`src/rtl/mem_access_unit.sv`:
```
// Memory-side access stage: turns controller strobes into one req/ready memory transaction
// and holds the instruction and data registers. Optional abort watchdog: define MEM_TIMEOUT_EN.
module mem_access_unit #(
  parameter int AW             = 32,
  parameter int DW             = 32,
  parameter int TIMEOUT_CYCLES = 255
) (
  input  logic          clk,
  input  logic          reset,
  input  logic          irwrite,
  input  logic          lord,
  input  logic          memwrite,
  input  logic          lb,
  input  logic [AW-1:0] adr,
  input  logic [DW-1:0] wd,
  output logic          stall,
  output logic [DW-1:0] instr,
  output logic [DW-1:0] data,
  output logic          mem_req,
  output logic          mem_we,
  output logic [AW-1:0] mem_addr,
  output logic [DW-1:0] mem_wdata,
  input  logic          mem_ready,
  input  logic [DW-1:0] mem_rdata,
  output logic          timeout
);

  typedef enum logic [1:0] {
    IDLE = 2'd0,
    BUSY = 2'd1,
    DONE = 2'd2
  } state_t;

  typedef enum logic [1:0] {
    KIND_FETCH = 2'd0,
    KIND_READ  = 2'd1,
    KIND_WRITE = 2'd2
  } kind_t;

  state_t        state_q, state_d;
  kind_t         kind_q, kind_d;
  logic          lb_q, lb_d;
  logic [1:0]    off_q, off_d;
  logic          mem_req_q, mem_req_d;
  logic          mem_we_q, mem_we_d;
  logic [AW-1:0] mem_addr_q, mem_addr_d;
  logic [DW-1:0] mem_wdata_q, mem_wdata_d;
  logic [DW-1:0] instr_q, instr_d;
  logic [DW-1:0] data_q, data_d;

  logic          req_any;
  kind_t         req_kind;
  logic [7:0]    rd_byte;
  logic [DW-1:0] read_value;

`ifdef MEM_TIMEOUT_EN
  localparam int CW = $clog2(TIMEOUT_CYCLES + 1);
  logic [CW-1:0] cnt_q, cnt_d;
  logic          timeout_q, timeout_d;
`else
  localparam int unused_timeout_cycles = TIMEOUT_CYCLES;
`endif

  // A write outranks a data read, which outranks an instruction fetch.
  always_comb begin
    req_any = irwrite | lord | memwrite;
    if (memwrite) begin
      req_kind = KIND_WRITE;
    end else if (lord) begin
      req_kind = KIND_READ;
    end else begin
      req_kind = KIND_FETCH;
    end
  end

  // Big-endian byte lanes: offset 0 is the most significant byte of the word.
  always_comb begin
    case (off_q)
      2'd0:    rd_byte = mem_rdata[31:24];
      2'd1:    rd_byte = mem_rdata[23:16];
      2'd2:    rd_byte = mem_rdata[15:8];
      default: rd_byte = mem_rdata[7:0];
    endcase
    read_value = lb_q ? {{(DW-8){rd_byte[7]}}, rd_byte} : mem_rdata;
  end

  always_comb begin
    state_d     = state_q;
    kind_d      = kind_q;
    lb_d        = lb_q;
    off_d       = off_q;
    mem_req_d   = mem_req_q;
    mem_we_d    = mem_we_q;
    mem_addr_d  = mem_addr_q;
    mem_wdata_d = mem_wdata_q;
    instr_d     = instr_q;
    data_d      = data_q;
    stall       = 1'b0;
`ifdef MEM_TIMEOUT_EN
    cnt_d       = cnt_q;
    timeout_d   = timeout_q;
`endif

    case (state_q)
      IDLE: begin
        if (req_any) begin
          stall       = 1'b1;
          kind_d      = req_kind;
          lb_d        = lb;
          off_d       = adr[1:0];
          mem_addr_d  = {adr[AW-1:2], 2'b00};
          mem_wdata_d = wd;
          mem_req_d   = 1'b1;
          mem_we_d    = (req_kind == KIND_WRITE);
          state_d     = BUSY;
`ifdef MEM_TIMEOUT_EN
          cnt_d       = '0;
`endif
        end
      end

      BUSY: begin
        stall = 1'b1;
        if (mem_ready) begin
          case (kind_q)
            KIND_FETCH: instr_d = mem_rdata;
            KIND_READ:  data_d  = read_value;
            default: begin
            end
          endcase
          mem_req_d = 1'b0;
          mem_we_d  = 1'b0;
          state_d   = DONE;
        end
`ifdef MEM_TIMEOUT_EN
        // Abort lets the controller resume; the stale registers are left untouched.
        else if (cnt_q == CW'(TIMEOUT_CYCLES - 1)) begin
          mem_req_d = 1'b0;
          mem_we_d  = 1'b0;
          timeout_d = 1'b1;
          cnt_d     = CW'(TIMEOUT_CYCLES);
          state_d   = DONE;
        end else begin
          cnt_d = cnt_q + 1'b1;
        end
`endif
      end

      DONE: begin
        state_d = IDLE;
      end

      default: begin
        state_d = IDLE;
      end
    endcase
  end

  always_ff @(posedge clk) begin
    if (reset) begin
      state_q     <= IDLE;
      kind_q      <= KIND_FETCH;
      lb_q        <= 1'b0;
      off_q       <= 2'd0;
      mem_req_q   <= 1'b0;
      mem_we_q    <= 1'b0;
      mem_addr_q  <= '0;
      mem_wdata_q <= '0;
      instr_q     <= '0;
      data_q      <= '0;
`ifdef MEM_TIMEOUT_EN
      cnt_q       <= '0;
      timeout_q   <= 1'b0;
`endif
    end else begin
      state_q     <= state_d;
      kind_q      <= kind_d;
      lb_q        <= lb_d;
      off_q       <= off_d;
      mem_req_q   <= mem_req_d;
      mem_we_q    <= mem_we_d;
      mem_addr_q  <= mem_addr_d;
      mem_wdata_q <= mem_wdata_d;
      instr_q     <= instr_d;
      data_q      <= data_d;
`ifdef MEM_TIMEOUT_EN
      cnt_q       <= cnt_d;
      timeout_q   <= timeout_d;
`endif
    end
  end

  assign instr     = instr_q;
  assign data      = data_q;
  assign mem_req   = mem_req_q;
  assign mem_we    = mem_we_q;
  assign mem_addr  = mem_addr_q;
  assign mem_wdata = mem_wdata_q;

`ifdef MEM_TIMEOUT_EN
  assign timeout = timeout_q;
`else
  assign timeout = 1'b0;
`endif

endmodule

```
`config.mk`:
```
export PLATFORM = sky130hd
export DESIGN_NAME = mem_access_unit
export DESIGN_NICKNAME = d
export VERILOG_FILES = /design/src/rtl/mem_access_unit.sv
export SDC_FILE = /design/constraint.sdc
export NUM_CORES = 1
export LEC_CHECK = 0
export ABC_AREA = 1
export BUFFER_PORTS_ARGS = -buffer_cell sky130_fd_sc_hd__buf_2
export CELL_PAD_IN_SITES_DETAIL_PLACEMENT = 0
export CELL_PAD_IN_SITES_GLOBAL_PLACEMENT = 1
export CORE_MARGIN = 1
export CORE_UTILIZATION = 32
export CTS_CLUSTER_DIAMETER = 50
export DETAILED_ROUTE_END_ITERATION = 10
export PLACE_DENSITY = 0.88
export SLEW_MARGIN = 20
export SYNTH_ARGS = -nofsm -noshare
export SYNTH_HDL_FRONTEND = slang
export SYNTH_SLANG_ARGS = --single-unit
```
`constraint.sdc`:
```
create_clock -name clk -period 1.44 [get_ports clk]
set_input_delay 0.072 -clock clk [delete_from_list [all_inputs] [get_ports clk]]
set_output_delay 0.072 -clock clk [all_outputs]
set_load 0.1 [all_outputs]
```
Word level (Yosys, flattened, before mapping) --
Index checks and enable logic that the tools add are counted. W data, S select, Z words.
Storage, ports and cells: logic and storage cells 42, RAM bits 0, bits of input ports 103, ROM bits 0, flip-flop bits (word level) 135, latch bits 0, memories kept 0, output and inout port bits 132
Cells by class: $mul 0, reductions and logical operators 9, $lt $le $gt $ge 0, bitwise logic cells 2, equality and inequality tests 7, divide/modulo/power cells 0, mux-type cells 14, shift-type cells 0, add/sub/neg operators 0
Operator list (count):
- $mux W32 | 1
- $pmux W8 S3 | 1
- $reduce_and A3 Y1 | 3
- $eq A2 B1 Y1 const B | 3
- $logic_not A2 Y1 | 3
- $mux W2 | 3
- $pmux W1 S2 | 3
- $mux W1 | 5
- $eq A2 B2 Y1 const B | 2
- $ne A2 B2 Y1 const B | 2
- $pmux W2 S2 | 1
- $reduce_and A2 Y1 | 2
- $or A1 B1 Y1 | 2
- $reduce_bool A2 Y1 | 1

Depth between registers and ports, before layout --
Gate-level depths: netlist of the first run.
depth after elaboration 5, depth in mapped cells 8, depth with buffers taken out 7

Least setup slack after synthesis of the first run --
OpenSTA, ideal clock, no wires.
path type register to register, start register state_q[0], end register state_q[0], arrival 2.869 ns, required time 1.367 ns, setup time 0.073 ns, cell stages (with the launch flop) 4, period minus slack after synthesis 2.942 ns, slack -1.502 ns, path buffers 0, path through dfxtp_1 > inv_1 > o21ai_0 > and3_1
Between the ends: cells in the longest elaborated chain, start to end 3, elaborated cells between the ends (all ways) 6, those cells by class eq/ne (3); mux (1); reduce/logical (2)
RTL lines:
- start, declared | line 40 | state_t state_q, state_d;
- start signal, assigned | line 176 | state_q <= state_d;
- $eq A2 B1 Y1 / $logic_not A2 Y1 (equally long branches) | line 104 | case (state_q)
- $ne A2 B2 Y1 (no line)
- $reduce_and A2 Y1 (no line)
Several ways; a longest one is shown, not always the timed one. A chain may end at the register's enable or synchronous reset.

Worst setup path in the final report of the first run --
start register state_q[0], end register kind_q[0]
Between the ends: cells in the longest elaborated chain, start to end 2
RTL lines:
- $logic_not A2 Y1 | line 104
- $reduce_and A2 Y1 (no line)
- end signal, assigned | line 177 | kind_q <= kind_d;
- end, declared | line 41 | kind_t kind_q, kind_d;
Every way passes these cells.

==> results of run 1 <==
==> worst max-delay path, stage by stage (launching register included) <==
cell,delay [ns]
dfxtp_4,0.36
nor2_4,0.11
buf_4,0.12
nand3_1,0.05
dlygate4sd3_1,0.55
a21oi_1,0.13
==> cell type report <==
class	instances	share of cell area (%)
Clock buffer	18	5.135
Timing Repair Buffer	359	29.88
Sequential cell	135	31.69
Multi-Input combinational cell	494	26.45
Tap cell	216	3.160
Inverter	41	1.800
Clock inverter	14	1.887
==> cell usage in the layout, fill, tap and decap left out, drive strengths merged <==
| cell type | netlist | layout |
|---|---|---|
| a21oi | 110 | 110 |
| clkinv | 1 | 2 |
| conb | 1 | 3 |
| bufinv | 0 | 2 |
| nand3 | 50 | 50 |
| nand2 | 123 | 123 |
| dfxtp | 135 | 135 |
| and3 | 1 | 1 |
| o21ai | 67 | 67 |
| dlygate4sd3 | 0 | 100 |
| nor2 | 140 | 140 |
| bufbuf | 0 | 1 |
| buf | 19 | 256 |
| clkinvlp | 0 | 3 |
| clkbuf | 34 | 20 |
| inv | 40 | 48 |
==> cells by family (layout without fill, tap and decap cells) <==
logic type,Yosys count,after routing,synth area share (%)
flops,135,135,50.66
buf+inv,94,432,7.622
other cells,1,3,0.07029
compound gates,177,177,18.01
simple gates,314,314,23.64
==> routing by layer <==
metal / track usage (%) / wire length, um / up-vias
met5: 0 / 17 / -
met2: 35.58 / 8794 / 221
met4: 7.516 / 388 / 2
met3: 6.867 / 1262 / 28
met1: 24.27 / 7708 / 2668
li1: - / - / 2972
==> report_power, final <==
| part | leakage, nW | switching [W] | internal (W) |
|---|---|---|---|
| Combinational | 2.71 | 0.00319 | 0.000941 |
| Clock | 0.285 | 0.00178 | 0.00264 |
| Sequential | 1.11 | 0.000164 | 0.00405 |
==> metrics by stage <==
| step | area (sq um) | hold slack [ns] | setup slack (ns) | total power (W) |
|---|---|---|---|---|
| after floorplan | 5354 | 0.2361 | 0.09950 | 0.007285 |
| after global placement | 6838 | 0.3189 | 0.2009 | 0.008114 |
| after detailed placement | 6838 | 0.3243 | 0.1732 | 0.008130 |
| after CTS | 8507 | 0.03686 | 0.01595 | 0.01285 |
| after global routing | 8552 | 0.04583 | 0.005817 | 0.01331 |
| final | 8552 | 0.05747 | 0.06435 | 0.01276 |
==> flip-flops by register name, summed over array words and instances, names as in the netlist <==
register	flops
data	32
instr	32
kind_q	2
lb_q	1
mem_addr	30
mem_req	1
mem_wdata	32
mem_we	1
off_q	2
state_q	2
==> final timing paths <==
path	start	end	slack, ns
setup / recovery	state_q[0]$_SDFFE_PP0P_	kind_q[0]$_SDFFE_PP0P_	0.06
hold / removal	mem_ready	state_q[0]$_SDFFE_PP0P_	0.06
hold reg to reg	instr[25]$_SDFFE_PP0P_	instr[25]$_SDFFE_PP0P_	0.46
setup reg to reg	state_q[0]$_SDFFE_PP0P_	kind_q[0]$_SDFFE_PP0P_	0.06
==> repair_timing <==
item / CTS / global route
gates resized for setup: 5 / 2
cloned: 1 / 2
hold endpoints to repair: 121 / 0
pin swaps: 2 / 2
hold buffers: 100 / 0
endpoints found under the setup margin: 1 / 5
setup buffers: 3 / 1
==> results.py, run 1 <==
metrics = {
    "cells_and_area": {
        "utilization_pct": 53.26,
        "fillers": 1519,
        "final_nets": 1151,
        "area_growth_pct": 60.30,
        "multiInputGateArea_sq_mm": 0.002262,
        "final_cells": 1277,
        "antennaDiodeCount": 0,
        "seqCellArea_sq_mm": 0.002710,
        "final_layout_size_suffix_gt1_share_pct": 30.73,
    },
    "clock_tree": {
        "cts_root_buffer": "clkbuf_16",
        "cts_tree": "built",
        "clkTransAtPathRegs_ns": 0.06,
        "h-tree-depth": 4,
        "clk_latency_ns": 0.42,
        "cts_buffer_depth": 2,
        "cts_buffers": 17,
        "cts_sinks": 135,
    },
    "timing": {
        "tns_ns": 0,
        "drv_slew": 0,
        "finalCritPeriodShare_pct": 95.53,
        "rsz0062_at_grt": "no",
        "fin_crit_ns": 1.376,
        "hold_viol": 0,
        "relSlewSlack_pct": 65.47,
        "fin_worst_skew_ns": 0.01391,
        "worst_slew_pin_slew_ns": 0.5215,
        "setup_violations": 0,
        "fmax_mhz": 726.9,
    },
    "floorplanning": {
        "die_h_um": 131.1,
        "rows": 46,
        "start_util_pct": 33.22,
        "io_pins": 235,
        "design.core.area_sq_mm": 0.01606,
        "die_area_sq_mm": 0.01719,
        "dieWidth_um": 131.1,
    },
    "drt": {
        "drtAntennaViolNets": 0,
        "vias": 5891,
        "dr.pass1.iters": 4,
        "drc": 0,
        "drt-wirelength-per-cell_um": 14.23,
        "drtIter0Drc": 356,
        "drt-total-wl_mm": 18.17,
        "viasPerCell": 4.613,
    },
    "critical_path": {
        "start_kind": "register",
        "crit_fanout": 3,
        "critPathCaptureType": "register",
        "worstRegToRegCells": 5,
        "cp.arrival_ns": 1.72,
        "critPathRequiredTime_ns": 1.79,
        "critical_path_class": "register to register",
    },
    "logic_synthesis": {
        "synth_top_area_share_pct": 50.66,
        "seq_area_frac_synth_pct": 50.66,
        "syn_avg_cell_area_sq_um": 7.400,
        "synth_most_common_cell": "nor2_1",
        "syn-instance-count": 721,
        "yosys_warnings": 0,
        "synth.distinct_cells": 21,
        "synth_ff_type": "dfxtp_1",
        "synth_area_leaders": "dfxtp_1 51%, nor2_1 9.7%, a21oi_1 8.4%, nand2_1 8.4%, o21ai_0 6.2%",
        "ys_ff_latch": 135,
        "synth_commonest_cells": "138 x nor2_1, 135 x dfxtp_1, 120 x nand2_1, 90 x a21oi_1, 66 x o21ai_0",
        "synth_edf_count": 0,
        "netlist_area_sq_mm": 0.005335,
        "synth_top_area_cell": "dfxtp_1",
        "postSynth.asyncResetShare_pct": 0,
    },
    "min_path": {
        "hold_class": "primary input to register",
        "min_path_cells": 3,
    },
    "placed_design": {
        "io_buffers": 231,
        "dp_cells": 1139,
        "dp_hpwl_mm": 11.21,
        "gp_congestion": 0.7858,
    },
    "global_routing": {
        "grt_pass1_wl_mm": 28.53,
        "grt_pass1_vias": 5671,
        "grt_overflow": 0,
        "antenna_found_initial": 1,
        "grtUsageTotal_pct": 20.87,
        "grt_start_max_net_pins": 65,
    },
    "status": {
        "status": "finished clean",
    },
    "power": {
        "power_density_mw_per_mm2": 1492,
        "vdd_drop_max_mv": 0.9338,
        "p_leak_nw": 4.105,
    },
    "job": {
        "maxCapViolCount": 0,
    },
}
(Power assumes the default switching activity.)
==> inputs of run 2 (changes only) <==
--- a/config.mk
+++ b/config.mk
@@ -13,7 +13,7 @@
 export CORE_UTILIZATION = 32
 export CTS_CLUSTER_DIAMETER = 50
 export DETAILED_ROUTE_END_ITERATION = 10
-export PLACE_DENSITY = 0.88
+export PLACE_DENSITY = 0.75
 export SLEW_MARGIN = 20
 export SYNTH_ARGS = -nofsm -noshare
 export SYNTH_HDL_FRONTEND = slang
==> results.py, run 2 (same netlist as run 1, synthesis figures left out) <==
metrics = {
    "floorplanning": {
        "die_h_um": 131.1,
        "io_pins": 235,
        "start_util_pct": 33.22,
        "design.core.area_sq_mm": 0.01606,
        "rows": 46,
        "die_area_sq_mm": 0.01719,
        "dieWidth_um": 131.1,
    },
    "drt": {
        "drt-total-wl_mm": 17.91,
        "drt-wirelength-per-cell_um": 14.04,
        "drtAntennaViolNets": 0,
        "drtIter0Drc": 211,
        "vias": 5806,
        "dr.pass1.iters": 4,
        "viasPerCell": 4.550,
        "drc": 0,
    },
    "cells_and_area": {
        "utilization_pct": 52.63,
        "antennaDiodeCount": 0,
        "area_growth_pct": 58.42,
        "mostFrequentLayoutCell": "buf_2",
        "multiInputGateArea_sq_mm": 0.002257,
        "seqCellArea_sq_mm": 0.002708,
        "final_layout_size_suffix_gt1_share_pct": 30.85,
        "final_cell_mix": "230 x buf_2, 136 x nor2_1, 133 x dfxtp_1",
        "final_nets": 1150,
        "final_cells": 1276,
        "fillers": 1556,
    },
    "critical_path": {
        "max_stage_delay_ns": 0.36,
        "start_kind": "register",
        "crit_fanout": 3,
        "crit_buf_inv": 2,
        "critPathCaptureType": "output pin",
        "cp.arrival_ns": 1.32,
        "crit_slowest_cell": "dfxtp_4",
        "r2r_end": "data[11]$_SDFFE_PP0P_",
        "cpLargestDelayFamily": "flip-flops",
        "worstRegToRegCells": 6,
        "reg2reg_slack_ns": 0.12,
        "critPathRequiredTime_ns": 1.37,
        "r2r-start": "state_q[1]$_SDFFE_PP0P_",
        "crit_path_cell_trace": "nor2_4, nand2_2, buf_6, o21ai_4, buf_12",
        "critical_path_class": "register to output pin",
    },
    "clock_tree": {
        "cts_sinks": 135,
        "h-tree-depth": 4,
        "cts_buffer_depth": 2,
        "cts_buffers": 17,
        "clk_latency_ns": 0.41,
        "clkTransAtPathRegs_ns": 0.06,
        "cts_tree": "built",
        "cts_root_buffer": "clkbuf_16",
    },
    "timing": {
        "fin_crit_ns": 1.390,
        "rsz0062_at_grt": "yes",
        "drv_slew": 0,
        "relSlewSlack_pct": 64.73,
        "finalCritPeriodShare_pct": 96.51,
        "fin_worst_skew_ns": 0.01105,
        "hold_viol": 0,
        "worst_slew_pin_slew_ns": 0.5327,
        "setup_violations": 0,
        "fmax_mhz": 719.6,
        "setup_ws_ns": 0.05029,
    },
    "job": {
        "maxCapViolCount": 0,
    },
    "placed_design": {
        "dp_hpwl_mm": 11.88,
        "preCtsSetupSlack_ns": 0.06654,
        "dp_cells": 1144,
        "io_buffers": 231,
        "gp_congestion": 0.7666,
    },
    "status": {
        "status": "finished clean",
    },
    "power": {
        "vdd_drop_max_mv": 0.8918,
        "power_density_mw_per_mm2": 1488,
        "p_leak_nw": 4.046,
    },
    "global_routing": {
        "grtUsageTotal_pct": 20.81,
        "antenna_found_initial": 0,
        "grt_start_max_net_pins": 65,
        "grt_overflow": 0,
        "grt_pass1_wl_mm": 28.61,
        "grt_pass1_vias": 5653,
    },
    "min_path": {
        "hold_start": "mem_rdata[16]",
        "hold_class": "primary input to register",
        "hold_path_end": "instr[16]$_SDFFE_PP0P_",
        "min_path_cells": 3,
    },
}
[run 2: cell count changes in the layout (fill, tap and decap cells not counted), moves of 2 or more]
cell | previous run | this run
clkinv_4 | 2 | 6
inv_6 | 7 | 0
clkbuf_16 | 19 | 17
buf_4 | 16 | 19
clkinv_2 | 0 | 3
dlygate4sd3_1 | 100 | 97
buf_6 | 0 | 2
[run 2: routing by layer]
layer | part of all wire [%] | routed length (um) | GRT usage (%) | up-vias
li1 | - | - | - | 2978
met3 | 6.2 | 1112 | 6.404 | 15
met1 | 44 | 7899 | 24.85 | 2634
met2 | 48 | 8645 | 35.43 | 179
met4 | 1.4 | 256 | 6.536 | 0
met5 | 0 | 0 | 0 | -
[run 2: metrics by stage]
stage | total power, W | TNS (ns) | area (sq um) | hold WS [ns]
2_1_floorplan | 0.007285 | 0 | 5354 | 0.2361
3_3_place_gp | 0.008155 | 0 | 6850 | 0.3186
3_5_place_dp | 0.008165 | 0 | 6850 | 0.3239
4_1_cts | 0.01267 | 0 | 8426 | 0.005098
5_1_grt | 0.01311 | -0.01622 | 8452 | 0.007938
6_report | 0.01257 | 0 | 8452 | 0.02006
[run 2: cell type report]
cell class                      count  area share, %
Multi-Input combinational cell    494          26.71
Clock inverter                     15          1.865
Tap cell                          216          3.198
Clock buffer                       17          5.033
Timing Repair Buffer              358          29.34
Inverter                           41          1.821
Sequential cell                   135          32.04
[run 2: worst max path at each step]
| stage | start | endpoint | slack (ns) | cells past startpoint |
|---|---|---|---|---|
| 4_1_cts | state_q[1]$_SDFFE_PP0P_ | stall | 0.005 | 5 |
| 2_1_floorplan | state_q[1]$_SDFFE_PP0P_ | state_q[0]$_SDFFE_PP0P_ | 0.1 | 5 |
| 3_5_place_dp | state_q[1]$_SDFFE_PP0P_ | mem_wdata[8]$_SDFFE_PP0P_ | 0.07 | 5 |
| 5_1_grt | state_q[1]$_SDFFE_PP0P_ | stall | -0.02 | 5 |
| 6_report | state_q[1]$_SDFFE_PP0P_ | stall | 0.05 | 5 |
| 3_3_place_gp | state_q[1]$_SDFFE_PP0P_ | mem_wdata[8]$_SDFFE_PP0P_ | 0.09 | 5 |
[run 2: worst min-delay path: stages]
cell	delay, ns
buf_2	0.14
nand3_1	0.08
a21oi_1	0.07
[run 2: power by group]
group,leakage [nW],internal [W],switching [W],total (W)
Sequential,1.11,0.00405,0.000167,0.00422
Clock,0.275,0.00255,0.00171,0.00426
Combinational,2.66,0.000921,0.00318,0.00410
Total,4.05,0.00752,0.00505,0.0126
[run 2: repair_timing]
item                                    CTS  global route
hold endpoints to repair                115             0
hold buffers                             98             0
gates resized for setup                   2             6
buffers inserted                          1             1
endpoints found under the setup margin    1             8
pin swaps                                 2             2
